`src/rtl/dmi_jtag_frontend.sv`:
```
`default_nettype none
// ============================================================================
// Module   : dmi_jtag_frontend
// Purpose  : JTAG DTM front end for the RISC-V Debug Module Interface (DMI).
//            It captures, shifts and updates the DMI data register, turns
//            accepted updates into DMI requests, collects the responses and
//            keeps a sticky error code that dtmcs reports.
// Optional : define DMI_JTAG_FRONTEND_TIMEOUT_EN to abort a transfer whose
//            response has not arrived within TimeoutCycles tck cycles.
// Ports    : tck_i / trst_ni           - clock, async active-low reset
//            test_logic_reset_i, capture_dr_i, shift_dr_i, update_dr_i
//                                      - TAP state strobes
//            dmi_access_i, dtmcs_select_i - IR decode
//            dmi_reset_i, dmi_hard_reset_i - dtmcs dmireset / dmihardreset
//            dmi_tdi_i / dmi_tdo_o     - serial data in / out
//            dmi_error_o               - sticky error (0 OK, 2 FAILED, 3 BUSY)
//            dmi_req_o/_valid_o/_ready_i    - {addr, data, op} request
//            dmi_resp_i/_valid_i/_ready_o   - {data, resp} response
// Revision : 1.0 - initial release
// ============================================================================
module dmi_jtag_frontend #(
  parameter int unsigned AddrWidth     = 7,
  parameter int unsigned DataWidth     = 32,
  parameter int unsigned TimeoutCycles = 1024
) (
  input  logic                           tck_i,
  input  logic                           trst_ni,
  input  logic                           test_logic_reset_i,
  input  logic                           capture_dr_i,
  input  logic                           shift_dr_i,
  input  logic                           update_dr_i,
  input  logic                           dmi_access_i,
  input  logic                           dtmcs_select_i,
  input  logic                           dmi_reset_i,
  input  logic                           dmi_hard_reset_i,
  input  logic                           dmi_tdi_i,
  output logic                           dmi_tdo_o,
  output logic [1:0]                     dmi_error_o,
  output logic [AddrWidth+DataWidth+1:0] dmi_req_o,
  output logic                           dmi_req_valid_o,
  input  logic                           dmi_req_ready_i,
  input  logic [DataWidth+1:0]           dmi_resp_i,
  input  logic                           dmi_resp_valid_i,
  output logic                           dmi_resp_ready_o
);

  localparam int unsigned DrWidth = AddrWidth + DataWidth + 2;

  localparam logic [1:0] OpRead   = 2'd1;
  localparam logic [1:0] OpWrite  = 2'd2;
  localparam logic [1:0] ErrOk    = 2'd0;
  localparam logic [1:0] ErrFail  = 2'd2;
  localparam logic [1:0] ErrBusy  = 2'd3;

  typedef enum logic [1:0] {
    IDLE      = 2'd0,
    REQ       = 2'd1,
    WAIT_RESP = 2'd2
  } state_e;

  state_e                 state_q, state_d;
  logic [DrWidth-1:0]     dr_q, dr_d;
  logic [AddrWidth-1:0]   addr_q, addr_d;
  logic [DataWidth-1:0]   data_q, data_d;
  logic [1:0]             op_q, op_d;
  logic [1:0]             error_q, error_d;
  logic                   discard_q, discard_d;
  // Hard reset seen while the request was still waiting for ready.
  logic                   abort_q, abort_d;

  logic [1:0]             dr_op;
  logic [DataWidth-1:0]   dr_data;
  logic [AddrWidth-1:0]   dr_addr;
  logic [1:0]             resp_code;
  logic [DataWidth-1:0]   resp_data;
  logic                   busy;

  assign dr_op     = dr_q[1:0];
  assign dr_data   = dr_q[DataWidth+1:2];
  assign dr_addr   = dr_q[DrWidth-1:DataWidth+2];
  assign resp_code = dmi_resp_i[1:0];
  assign resp_data = dmi_resp_i[DataWidth+1:2];

  // Any DR access that reaches capture or update while a transfer is in
  // flight is a busy violation.
  assign busy = dmi_access_i & (capture_dr_i | update_dr_i) & (state_q != IDLE);

`ifdef DMI_JTAG_FRONTEND_TIMEOUT_EN
  localparam int unsigned CntWidth = (TimeoutCycles > 2) ? $clog2(TimeoutCycles) : 1;
  logic [CntWidth-1:0] cnt_q, cnt_d;
`endif

  always_comb begin
    state_d   = state_q;
    dr_d      = dr_q;
    addr_d    = addr_q;
    data_d    = data_q;
    op_d      = op_q;
    error_d   = error_q;
    discard_d = discard_q;
    abort_d   = abort_q;
`ifdef DMI_JTAG_FRONTEND_TIMEOUT_EN
    cnt_d     = cnt_q;
`endif

    // A pending discard swallows the next response regardless of state.
    if (discard_q && dmi_resp_valid_i) begin
      discard_d = 1'b0;
    end

    unique case (state_q)
      IDLE: begin
        if (update_dr_i && dmi_access_i && (error_q == ErrOk) &&
            ((dr_op == OpRead) || (dr_op == OpWrite))) begin
          addr_d  = dr_addr;
          data_d  = dr_data;
          op_d    = dr_op;
          state_d = REQ;
        end
      end
      REQ: begin
        if (dmi_req_ready_i) begin
          if (abort_q || dmi_hard_reset_i) begin
            // The request went out, so its response must be dropped.
            state_d   = IDLE;
            discard_d = 1'b1;
            abort_d   = 1'b0;
          end else begin
            state_d = WAIT_RESP;
`ifdef DMI_JTAG_FRONTEND_TIMEOUT_EN
            cnt_d   = '0;
`endif
          end
        end else if (dmi_hard_reset_i) begin
          abort_d = 1'b1;
        end
      end
      WAIT_RESP: begin
        if (dmi_resp_valid_i && !discard_q) begin
          state_d = IDLE;
          if (op_q == OpRead) begin
            data_d = resp_data;
          end
          if ((resp_code != ErrOk) && (error_q != ErrBusy)) begin
            error_d = ErrFail;
          end
        end else if (dmi_hard_reset_i) begin
          state_d   = IDLE;
          discard_d = 1'b1;
        end
`ifdef DMI_JTAG_FRONTEND_TIMEOUT_EN
        else if (cnt_q == CntWidth'(TimeoutCycles - 1)) begin
          state_d   = IDLE;
          error_d   = ErrFail;
          discard_d = 1'b1;
        end else begin
          cnt_d = cnt_q + 1'b1;
        end
`endif
      end
      default: state_d = IDLE;
    endcase

    if (busy) begin
      error_d = ErrBusy;
    end
    // Clears win over any error raised in the same cycle.
    if ((dmi_reset_i && dtmcs_select_i) || dmi_hard_reset_i) begin
      error_d = ErrOk;
    end

    if (test_logic_reset_i) begin
      dr_d = '0;
    end else if (capture_dr_i && dmi_access_i) begin
      dr_d = {addr_q, data_q, (state_q != IDLE) ? ErrBusy : error_q};
    end else if (shift_dr_i && dmi_access_i) begin
      dr_d = {dmi_tdi_i, dr_q[DrWidth-1:1]};
    end
  end

  always_ff @(posedge tck_i or negedge trst_ni) begin
    if (!trst_ni) begin
      state_q   <= IDLE;
      dr_q      <= '0;
      addr_q    <= '0;
      data_q    <= '0;
      op_q      <= '0;
      error_q   <= '0;
      discard_q <= 1'b0;
      abort_q   <= 1'b0;
    end else begin
      state_q   <= state_d;
      dr_q      <= dr_d;
      addr_q    <= addr_d;
      data_q    <= data_d;
      op_q      <= op_d;
      error_q   <= error_d;
      discard_q <= discard_d;
      abort_q   <= abort_d;
    end
  end

`ifdef DMI_JTAG_FRONTEND_TIMEOUT_EN
  always_ff @(posedge tck_i or negedge trst_ni) begin
    if (!trst_ni) begin
      cnt_q <= '0;
    end else begin
      cnt_q <= cnt_d;
    end
  end
`endif

  assign dmi_tdo_o        = dr_q[0];
  assign dmi_error_o      = error_q;
  assign dmi_req_o        = {addr_q, data_q, op_q};
  assign dmi_req_valid_o  = (state_q == REQ);
  assign dmi_resp_ready_o = (state_q == WAIT_RESP) || discard_q;

endmodule
`default_nettype wire
```
`config.mk`:
```
export PLATFORM = sky130hd
export DESIGN_NAME = dmi_jtag_frontend
export DESIGN_NICKNAME = d
export VERILOG_FILES = /design/src/rtl/dmi_jtag_frontend.sv
export SDC_FILE = /design/constraint.sdc
export NUM_CORES = 1
export LEC_CHECK = 0
export BUFFER_PORTS_ARGS = -buffer_cell sky130_fd_sc_hd__buf_4
export CAP_MARGIN = 25
export CORE_MARGIN = 2
export CORE_UTILIZATION = 61
export CTS_BUF_LIST = sky130_fd_sc_hd__clkbuf_4 sky130_fd_sc_hd__clkbuf_8
export DETAILED_ROUTE_END_ITERATION = 7
export PLACE_DENSITY_LB_ADDON = 0.25
export SLEW_MARGIN = 20
export SYNTH_ARGS = -nofsm -noshare
export SYNTH_HDL_FRONTEND = slang
export SYNTH_SLANG_ARGS = --single-unit
```
`constraint.sdc`:
```
create_clock -name tck_i -period 5.35 [get_ports tck_i]
set_clock_uncertainty 0.2 [all_clocks]
set_input_delay 1.07 -clock tck_i [delete_from_list [all_inputs] [get_ports tck_i]]
set_output_delay 1.07 -clock tck_i [all_outputs]
set_load 0.01 [all_outputs]
```
# Yosys cells after proc, flatten, opt, wreduce, memory -nomap -nowiden
# Cells that the tools add are included.
# Widths: inputs -> output; s select.
[word_totals]
regBits = 88
inputBits = 47
[op_classes]
n_eq_ne = 12
n_mux = 28
n_bitwise = 3
n_reduce_logical = 29
[ops]
columns = ["operator", "count"]
rows = [
  ["$mux 41", 3],
  ["$mux 32", 3],
  ["$pmux 32 s2", 1],
  ["$mux 2", 11],
  ["$reduce_bool 3->1", 4],
  ["$logic_and 1x1->1", 9],
  ["$reduce_and 3->1", 3],
  ["$mux 1", 8],
  ["$ne 2x2->1 const B", 4],
  ["$reduce_bool 2->1", 4],
  ["$eq 2x1->1 const B", 3],
  ["$pmux 2 s3", 1],
  ["$eq 2x2->1 const B", 2],
  ["$logic_not 2->1", 2],
  ["$logic_or 1x1->1", 4],
  ["$ne 2x1->1 const B", 2],
  ["$reduce_and 4->1", 1],
  ["$ne 3x3->1 const B", 1],
  ["$and 1x1->1", 2],
  ["$pmux 1 s2", 1],
  ["$reduce_and 2->1", 1],
  ["$logic_not 1->1", 1],
  ["$or 1x1->1", 1],
]

# Logic depth before layout (Yosys ltp)
# Gate-level depths: netlist of run 1.
[logic_depth]
word_depth = 7
mapped_depth = 8
ltp_nobuf = 6

# Worst setup path before layout of run 1
# Ideal clock, no wire load.
[synth_timing]
path_type = "register -> output"
from = "register state_q[0]"
to = "output dmi_resp_ready_o"
arrival_time_ns = 1.350
setup_slack_ns = 2.730
path_stages_with_launch = 6
n_path_buf = 2
cell_sequence = "dfrtp_1 -> inv_1 -> ha_1 -> buf_2 -> buf_1 -> or2_2"
[synth_between]
elab_chain_cells = 2
[synth_rtl]
columns = ["element", "line_no", "text"]
rows = [
  ["start: declaration", "61", "state_e state_q, state_d;"],
  ["start signal: assignment", "192", "state_q <= state_d;"],
  ["$eq 2x2->1", "217", "assign dmi_resp_ready_o = (state_q == WAIT_RESP) || discard_q;"],
  ["$logic_or 1x1->1", "217", ""],
  ["end: declaration", "44", "output logic dmi_resp_ready_o"],
]
# Every way passes these cells.

# Worst setup path in the final report of run 1
# Same ends and word-level chain as after synthesis.

==> results of run 1 <==
flip-flops by register name, summed over array words and instances (netlist names):
name,cells
discard_q,1
addr_q,7
dmi_error_o,2
state_q,2
data_q,32
op_q,2
abort_q,1
dr_q,41
cell type report:
cell class | instances | area (um^2) | share of cell area [%]
Inverter | 6 | 22.5 | 0.434
Multi-Input combinational cell | 236 | 1900 | 36.7
Timing Repair Buffer | 96 | 741 | 14.3
Sequential cell | 88 | 2200 | 42.4
Tap cell | 80 | 100 | 1.93
Clock inverter | 5 | 80.1 | 1.54
Clock buffer | 11 | 145 | 2.79
kinds of logic (layout without fill, tap and decap cells):
family | Yosys count | count (layout) | share of synthesized area, %
muxes | 113 | 113 | 29.6
AOI/OAI and AO/OA | 59 | 59 | 7.89
xor gates and xnor gates | 1 | 1 | 0.207
and+or+nand+nor | 59 | 59 | 5.82
buffers and inverters | 27 | 118 | 3.31
DFF | 88 | 88 | 52.0
adders and majority gates | 4 | 4 | 1.18
worst max-delay path, cell delays in order (launching register included):
cell     delay, ns
dfrtp_1       0.41
inv_1         0.12
ha_2          0.84
or2_2         0.24
buf_4         0.11
power breakdown:
part / switching, uW / total, uW / leakage [uW] / internal (uW)
Sequential: 97.5 / 879 / 0.00122 / 781
Clock: 235 / 516 / 0.000109 / 280
Combinational: 358 / 768 / 0.00140 / 411
placed cells by master (no fill, tap or decap), types with 2 or more instances in the layout:
cell / count
ha_1: 3
o31ai_1: 2
inv_1: 6
buf_4: 95
mux2_2: 63
nand2b_1: 2
dfrtp_1: 88
clkinvlp_4: 2
mux2_1: 2
mux2_4: 8
nand2_1: 46
nor2_1: 2
clkbuf_8: 10
o21ai_0: 41
bufinv_16: 2
mux2i_1: 40
a32o_1: 2
a21oi_1: 6
metrics by stage:
stage | cells | setup WS [ns] | area (um^2) | util, % | total power, uW
CTS | 522 | 1.96 | 5190 | 76.9 | 2180
finish | 522 | 1.98 | 5190 | 76.9 | 2160
global route | 522 | 1.89 | 5190 | 76.9 | 2270
detailed placement | 506 | 2.28 | 4970 | 73.6 | 1660
global placement | 505 | 2.42 | 4940 | 73.1 | 1630
floorplan | 351 | 2.73 | 4230 | - | 1380
per-layer routing:
layer | global-route usage, % | part of all wire (%) | up-vias
met4 | 8.53 | 1.4 | 0
met5 | 0 | 0 | -
li1 | - | - | 1407
met1 | 34.6 | 44 | 1500
met2 | 39.3 | 50 | 92
met3 | 4.36 | 5.0 | 14
worst max-delay path by stage:
stage	endpoint	cells past startpoint	startpoint
after global placement	dmi_resp_ready_o	4	state_q[0]$_DFFE_PN0P_
after floorplan	dmi_resp_ready_o	5	state_q[0]$_DFFE_PN0P_
after global routing	dmi_resp_ready_o	4	state_q[0]$_DFFE_PN0P_
after CTS	dmi_resp_ready_o	4	state_q[0]$_DFFE_PN0P_
after detailed placement	data_q[19]$_DFFE_PN0P_	7	state_q[0]$_DFFE_PN0P_
final	dmi_resp_ready_o	4	state_q[0]$_DFFE_PN0P_
==> flow_metrics.env, run 1 <==
export IMPL_fillCellCount=470
export IMPL_grt_max_degree=55
export IMPL_grt_pass1_vias=3043
export IMPL_die_area_mm2=0.00762
export IMPL_outcome="finished clean"
export IMPL_hold_path_cell_count=2
export IMPL_tns_ns=0
export IMPL_ys_ff_latch=88
export IMPL_cts_tree="built"
export IMPL_yosysSeqAreaShare_pct=52.0
export IMPL_yosys_top_cells_count="dfrtp_1, mux2_2, nand2_1"
export IMPL_hold_viol_final=0
export IMPL_drtAntennaViolNets=0
export IMPL_slew_viol_final=0
export IMPL_core_mm2=0.00676
export IMPL_max_slew_margin_pct=33.9
export IMPL_drv_cap=0
export IMPL_hold_path_startpoint="dr_q[36]$_DFFE_PN0P_"
export IMPL_cts_buffer_depth=2
export IMPL_drc_errors=0
export IMPL_syn_area_per_cell_um2=12.1
export IMPL_crit_fanout=39
export IMPL_firstDrtPassIters=4
export IMPL_synth_most_common_cell="dfrtp_1"
export IMPL_root_buffer="clkbuf_8"
export IMPL_setup_viol=0
export IMPL_synth_cells=351
export IMPL_portBuffers=92
export IMPL_fin_crit_sh_pct=62.9
export IMPL_synth_area_top_cells="dfrtp_1, mux2_2, mux2i_1, o21ai_0, nand2_1"
export IMPL_start_util_pct=62.7
export IMPL_cts_sinks=88
export IMPL_async_reset_ff_share_pct=100
export IMPL_hold_buffers=0
export IMPL_syn_nets=402
export IMPL_fin_crit_ns=3.37
export IMPL_wire_per_inst_um=17.3
export IMPL_arrival_ns=2.10
export IMPL_drive_gt1_share_pct=42.5
export IMPL_num_rows=30
export IMPL_synth_edf_count=0
export IMPL_synth_area_leader_cell="dfrtp_1"
export IMPL_r2r_slack_ns=2.23
export IMPL_num_antenna_cells=0
export IMPL_vias_per_cell=5.77
export IMPL_crit_type="register to output port"
export IMPL_antenna_found_initial=0
export IMPL_tightestPinTransition_ns=0.991
export IMPL_max_clock_freq_mhz=297
export IMPL_p_per_area_mw_per_mm2=416
export IMPL_end_kind="output port"
export IMPL_h_tree_depth=3
export IMPL_synth_top_cell_area_share_pct=52.0
export IMPL_p_leak_uw=0.00273
export IMPL_vdd_drop_max_mv=0.307
export IMPL_worst_ep_required_time_ns=4.08
export IMPL_nNetsFinal=488
export IMPL_r2r_cells=7
export IMPL_wl_um=9030
export IMPL_vias=3013
export IMPL_ys_flop_type="dfrtp_1"
export IMPL_synth_cell_types=35
export IMPL_globalRouteOverflowTotal=0
export IMPL_cts_setup_buffers=0
export IMPL_die_w_um=87.3
export IMPL_synth_warnings=0
export IMPL_cts_resized=0
export IMPL_rr_endpoint="data_q[20]$_DFFE_PN0P_"
export IMPL_die_y_um=87.3
export IMPL_drt_iter0_markers=233
export IMPL_gp_congestion=0.832
export IMPL_hold_end="dr_q[36]$_DFFE_PN0P_"
export IMPL_hold_slack_ns=0.316
export IMPL_hold_class="register to register"
export IMPL_io_pins=93
export IMPL_cts_made_buffers=9
export IMPL_grt_pass1_wl_um=14700
export IMPL_dp_hpwl_um=5680
export IMPL_start_kind="register"
export IMPL_area_growth_pct=22.7
export IMPL_r2r_start="state_q[0]$_DFFE_PN0P_"
export IMPL_clk_pin_slew_ns=0.08
export IMPL_grt_usage_pct=24.8
export IMPL_rsz0062_at_grt="no"
export IMPL_clk_latency_ns=0.35
export IMPL_netlist_area_mm2=0.00423
Power figures use the tool's default switching activity.
==> run 2: changes to the inputs <==
--- a/config.mk
+++ b/config.mk
@@ -5,10 +5,11 @@
 export SDC_FILE = /design/constraint.sdc
 export NUM_CORES = 1
 export LEC_CHECK = 0
+export ABC_AREA = 1
 export BUFFER_PORTS_ARGS = -buffer_cell sky130_fd_sc_hd__buf_4
 export CAP_MARGIN = 25
 export CORE_MARGIN = 2
-export CORE_UTILIZATION = 61
+export CORE_UTILIZATION = 57
 export CTS_BUF_LIST = sky130_fd_sc_hd__clkbuf_4 sky130_fd_sc_hd__clkbuf_8
 export DETAILED_ROUTE_END_ITERATION = 7
 export PLACE_DENSITY_LB_ADDON = 0.25
==> constraint.sdc (replaced) <==
create_clock -name tck_i -period 3.3 [get_ports tck_i]
set_clock_uncertainty 0.2 [all_clocks]
set_input_delay 0.66 -clock tck_i [delete_from_list [all_inputs] [get_ports tck_i]]
set_output_delay 0.66 -clock tck_i [all_outputs]
set_load 0.01 [all_outputs]
==> run 2 against run 1 <==
Net effect:
- first-iteration DRC count up 17%
- cell count up 49%
- synthesized cell count up 70%
- clock power up 47%
- total power up 83%
- utilization down 7.2 points
- critical path depth up 5
- design area up 3.1%
- routed wire length up 14%
- sequential share of layout area down 1.3 points
- combinational power up 110%
- largest cell class unchanged
==> flow_metrics.env, run 2 <==
export IMPL_outcome="finished clean"
export IMPL_synth_top_family_by_area="simple AND/OR/NAND/NOR gates"
export IMPL_setup_ws_ns=1.07
export IMPL_drive_gt1_share_pct=18.6
export IMPL_synth_area_top_cells="dfrtp_1, nand2_1, o21ai_0, nand3_1, inv_1"
export IMPL_layout_commonest_cell="nand2_1"
export IMPL_worstPathCellList="inv_1, ha_2, inv_2, nor2_1, nand2_1, nand2_2, nand2_4, nand2_1, nand2_1"
export IMPL_cpMaxStageDelayCell="dfrtp_1"
export IMPL_p_int_uw=2350
export IMPL_grt_max_degree=63
export IMPL_synth_xor_area_share_pct=0
export IMPL_largest_register="dr_q"
export IMPL_num_antenna_cells=0
export IMPL_vias=4066
export IMPL_drt_iter0_markers=273
export IMPL_grt_usage_pct=25.2
export IMPL_cts_buffer_depth=2
export IMPL_root_buffer="clkbuf_8"
export IMPL_crit_type="register to register"
export IMPL_tns_ns=0
export IMPL_synth_cells=598
export IMPL_top_regs="dr_q: 41 flops, data_q: 32 flops, addr_q: 7 flops"
export IMPL_dp_cells=763
export IMPL_synth_area_mux_share_pct=0
export IMPL_clockPowerShare_pct=19.1
export IMPL_synth_area_leader_cell="dfrtp_1"
export IMPL_max_stage_delay_ns=0.41
export IMPL_r2r_slack_ns=1.07
export IMPL_end_kind="register"
export IMPL_area_growth_pct=19.0
export IMPL_start_kind="register"
export IMPL_cts_tree="built"
export IMPL_crit_start="state_q[0]$_DFFE_PN0P_"
export IMPL_hold_buffers=0
export IMPL_p_sw_share_pct=40.6
export IMPL_p_comb_share_pct=40.6
export IMPL_stdcell_count=779
export IMPL_p_leak_uw=0.00288
export IMPL_num_rows=32
export IMPL_gp_congestion=0.830
export IMPL_yosys_top_cells_count="nand2_1, o21ai_0, dfrtp_1"
export IMPL_die_w_um=92.8
export IMPL_antenna_found_initial=0
export IMPL_tightestPinTransition_ns=0.723
export IMPL_r2r_start="state_q[0]$_DFFE_PN0P_"
export IMPL_cts_resized=0
export IMPL_cts_setup_buffers=0
export IMPL_synth_simple_area_share_pct=28.2
export IMPL_drv_cap=0
export IMPL_nNetsFinal=723
export IMPL_dp_slack_ns=0.867
export IMPL_p_per_area_mw_per_mm2=740
export IMPL_power_frac_seq_pct=40.3
export IMPL_fin_crit_sh_pct=67.7
export IMPL_vdd_drop_max_mv=0.479
export IMPL_io_pins=93
export IMPL_largest_register_ff_count=41
export IMPL_start_util_pct=58.5
export IMPL_syn_area_per_cell_um2=7.52
export IMPL_core_mm2=0.00769
export IMPL_worst_ep_required_time_ns=3.35
export IMPL_grt_pass1_wl_um=17700
export IMPL_arrival_ns=2.28
export IMPL_globalRouteOverflowTotal=0
export IMPL_drtAntennaViolNets=0
export IMPL_ys_ff_latch=88
export IMPL_synthAdderAreaFrac_pct=1.11
export IMPL_synth_most_common_cell="nand2_1"
export IMPL_slew_viol_final=0
export IMPL_synth_cell_types=21
export IMPL_setup_viol=0
export IMPL_async_reset_ff_share_pct=100
export IMPL_synth_top_cell_area_share_pct=48.9
export IMPL_finalPower_uw=3960
export IMPL_utilization_pct=69.6
export IMPL_cp_common_cell="nand2_1"
export IMPL_switchingPower_uw=1610
export IMPL_vias_per_cell=5.22
export IMPL_firstDrtPassIters=6
export IMPL_drc_errors=0
export IMPL_portBuffers=92
export IMPL_hold_class="input port to asynchronous set/reset pin"
export IMPL_yosysSeqAreaShare_pct=48.9
export IMPL_die_y_um=92.8
export IMPL_die_area_mm2=0.00862
export IMPL_wire_per_inst_um=13.2
export IMPL_cts_sinks=88
export IMPL_max_clock_freq_mhz=448
export IMPL_layout_common_cells="nand2_1, buf_4, o21ai_0"
export IMPL_netlist_area_mm2=0.00450
export IMPL_dp_hpwl_um=6970
export IMPL_clk_pin_slew_ns=0.10
export IMPL_wl_um=10200
export IMPL_grt_pass1_vias=3903
export IMPL_cts_made_buffers=9
export IMPL_crit_fanout=32
export IMPL_synth_edf_count=0
export IMPL_syn_nets=649
export IMPL_fin_crit_ns=2.23
export IMPL_rsz0062_at_grt="no"
export IMPL_synth_warnings=0
export IMPL_clk_latency_ns=0.35
export IMPL_hold_viol_final=0
export IMPL_max_slew_margin_pct=51.8
export IMPL_ys_flop_type="dfrtp_1"
export IMPL_synth_compound_area_share_pct=12.3
export IMPL_h_tree_depth=3
run 2: changes by cell type after synthesis, moves of 8 or more:
cell     change
mux2_2      -63
mux2i_1     -40
nand3_1     +45
nand2_1    +203
inv_1       +45
mux2_4       -8
o21ai_1     +10
buf_4       +12
o21ai_0     +50
run 2: area by class of cell:
type / count / area (um^2)
Fill cell: 659 / 2330
Timing Repair Buffer: 98 / 748
Multi-Input combinational cell: 423 / 1880
Clock inverter: 6 / 68.8
Sequential cell: 88 / 2200
Tap cell: 102 / 128
Clock buffer: 10 / 131
Inverter: 52 / 195
run 2: logic make-up after synthesis:
family          Yosys count
simple gates            310
compound gates          109
flops                    88
fa+ha+maj                 4
buf+inv                  87
run 2: final timing paths:
kind / cells past startpoint / endpoint
hold reg to reg: 2 / dr_q[19]$_DFFE_PN0P_
min in group tck_i: 2 / dr_q[19]$_DFFE_PN0P_
hold / removal: 1 / op_q[0]$_DFFE_PN0P_
setup / recovery: 9 / data_q[23]$_DFFE_PN0P_
setup reg to reg: 9 / data_q[23]$_DFFE_PN0P_
max in group asynchronous: 2 / dr_q[24]$_DFFE_PN0P_
run 2: through the flow:
stage / area [um^2] / hold slack, ns
finish: 5350 / 0.160
global route: 5350 / 0.215
CTS: 5350 / 0.178
detailed placement: 5150 / 0.265
global placement: 5150 / 0.266
floorplan: 4500 / 0.164
run 2: per-layer routing:
metal / vias to the layer above / GRT usage (%) / share of wire [%]
li1: 2027 / - / -
met1: 1899 / 34.7 / 44
met2: 133 / 42.5 / 49
met3: 7 / 4.23 / 5.7
met4: 0 / 5.27 / 0.68
met5: - / 0 / 0
run 2: critical path, delay by kind of cell, from the launching register on:
family,cells,cell delay [ns]
buffers and inverters,2,0.20
DFF,1,0.41
adders and majority gates,1,0.20
and+or+nand+nor,6,1.10
run 2: power by group through the flow:
| stage | clock (uW) | sequential, uW | combinational, uW |
|---|---|---|---|
| final | 757 | 1600 | 1610 |
| after CTS | 766 | 1600 | 1630 |
| after global placement | 0 | 1610 | 1580 |
| after floorplan | 0 | 1680 | 917 |
| after detailed placement | 0 | 1610 | 1620 |
| after global routing | 814 | 1640 | 1790 |
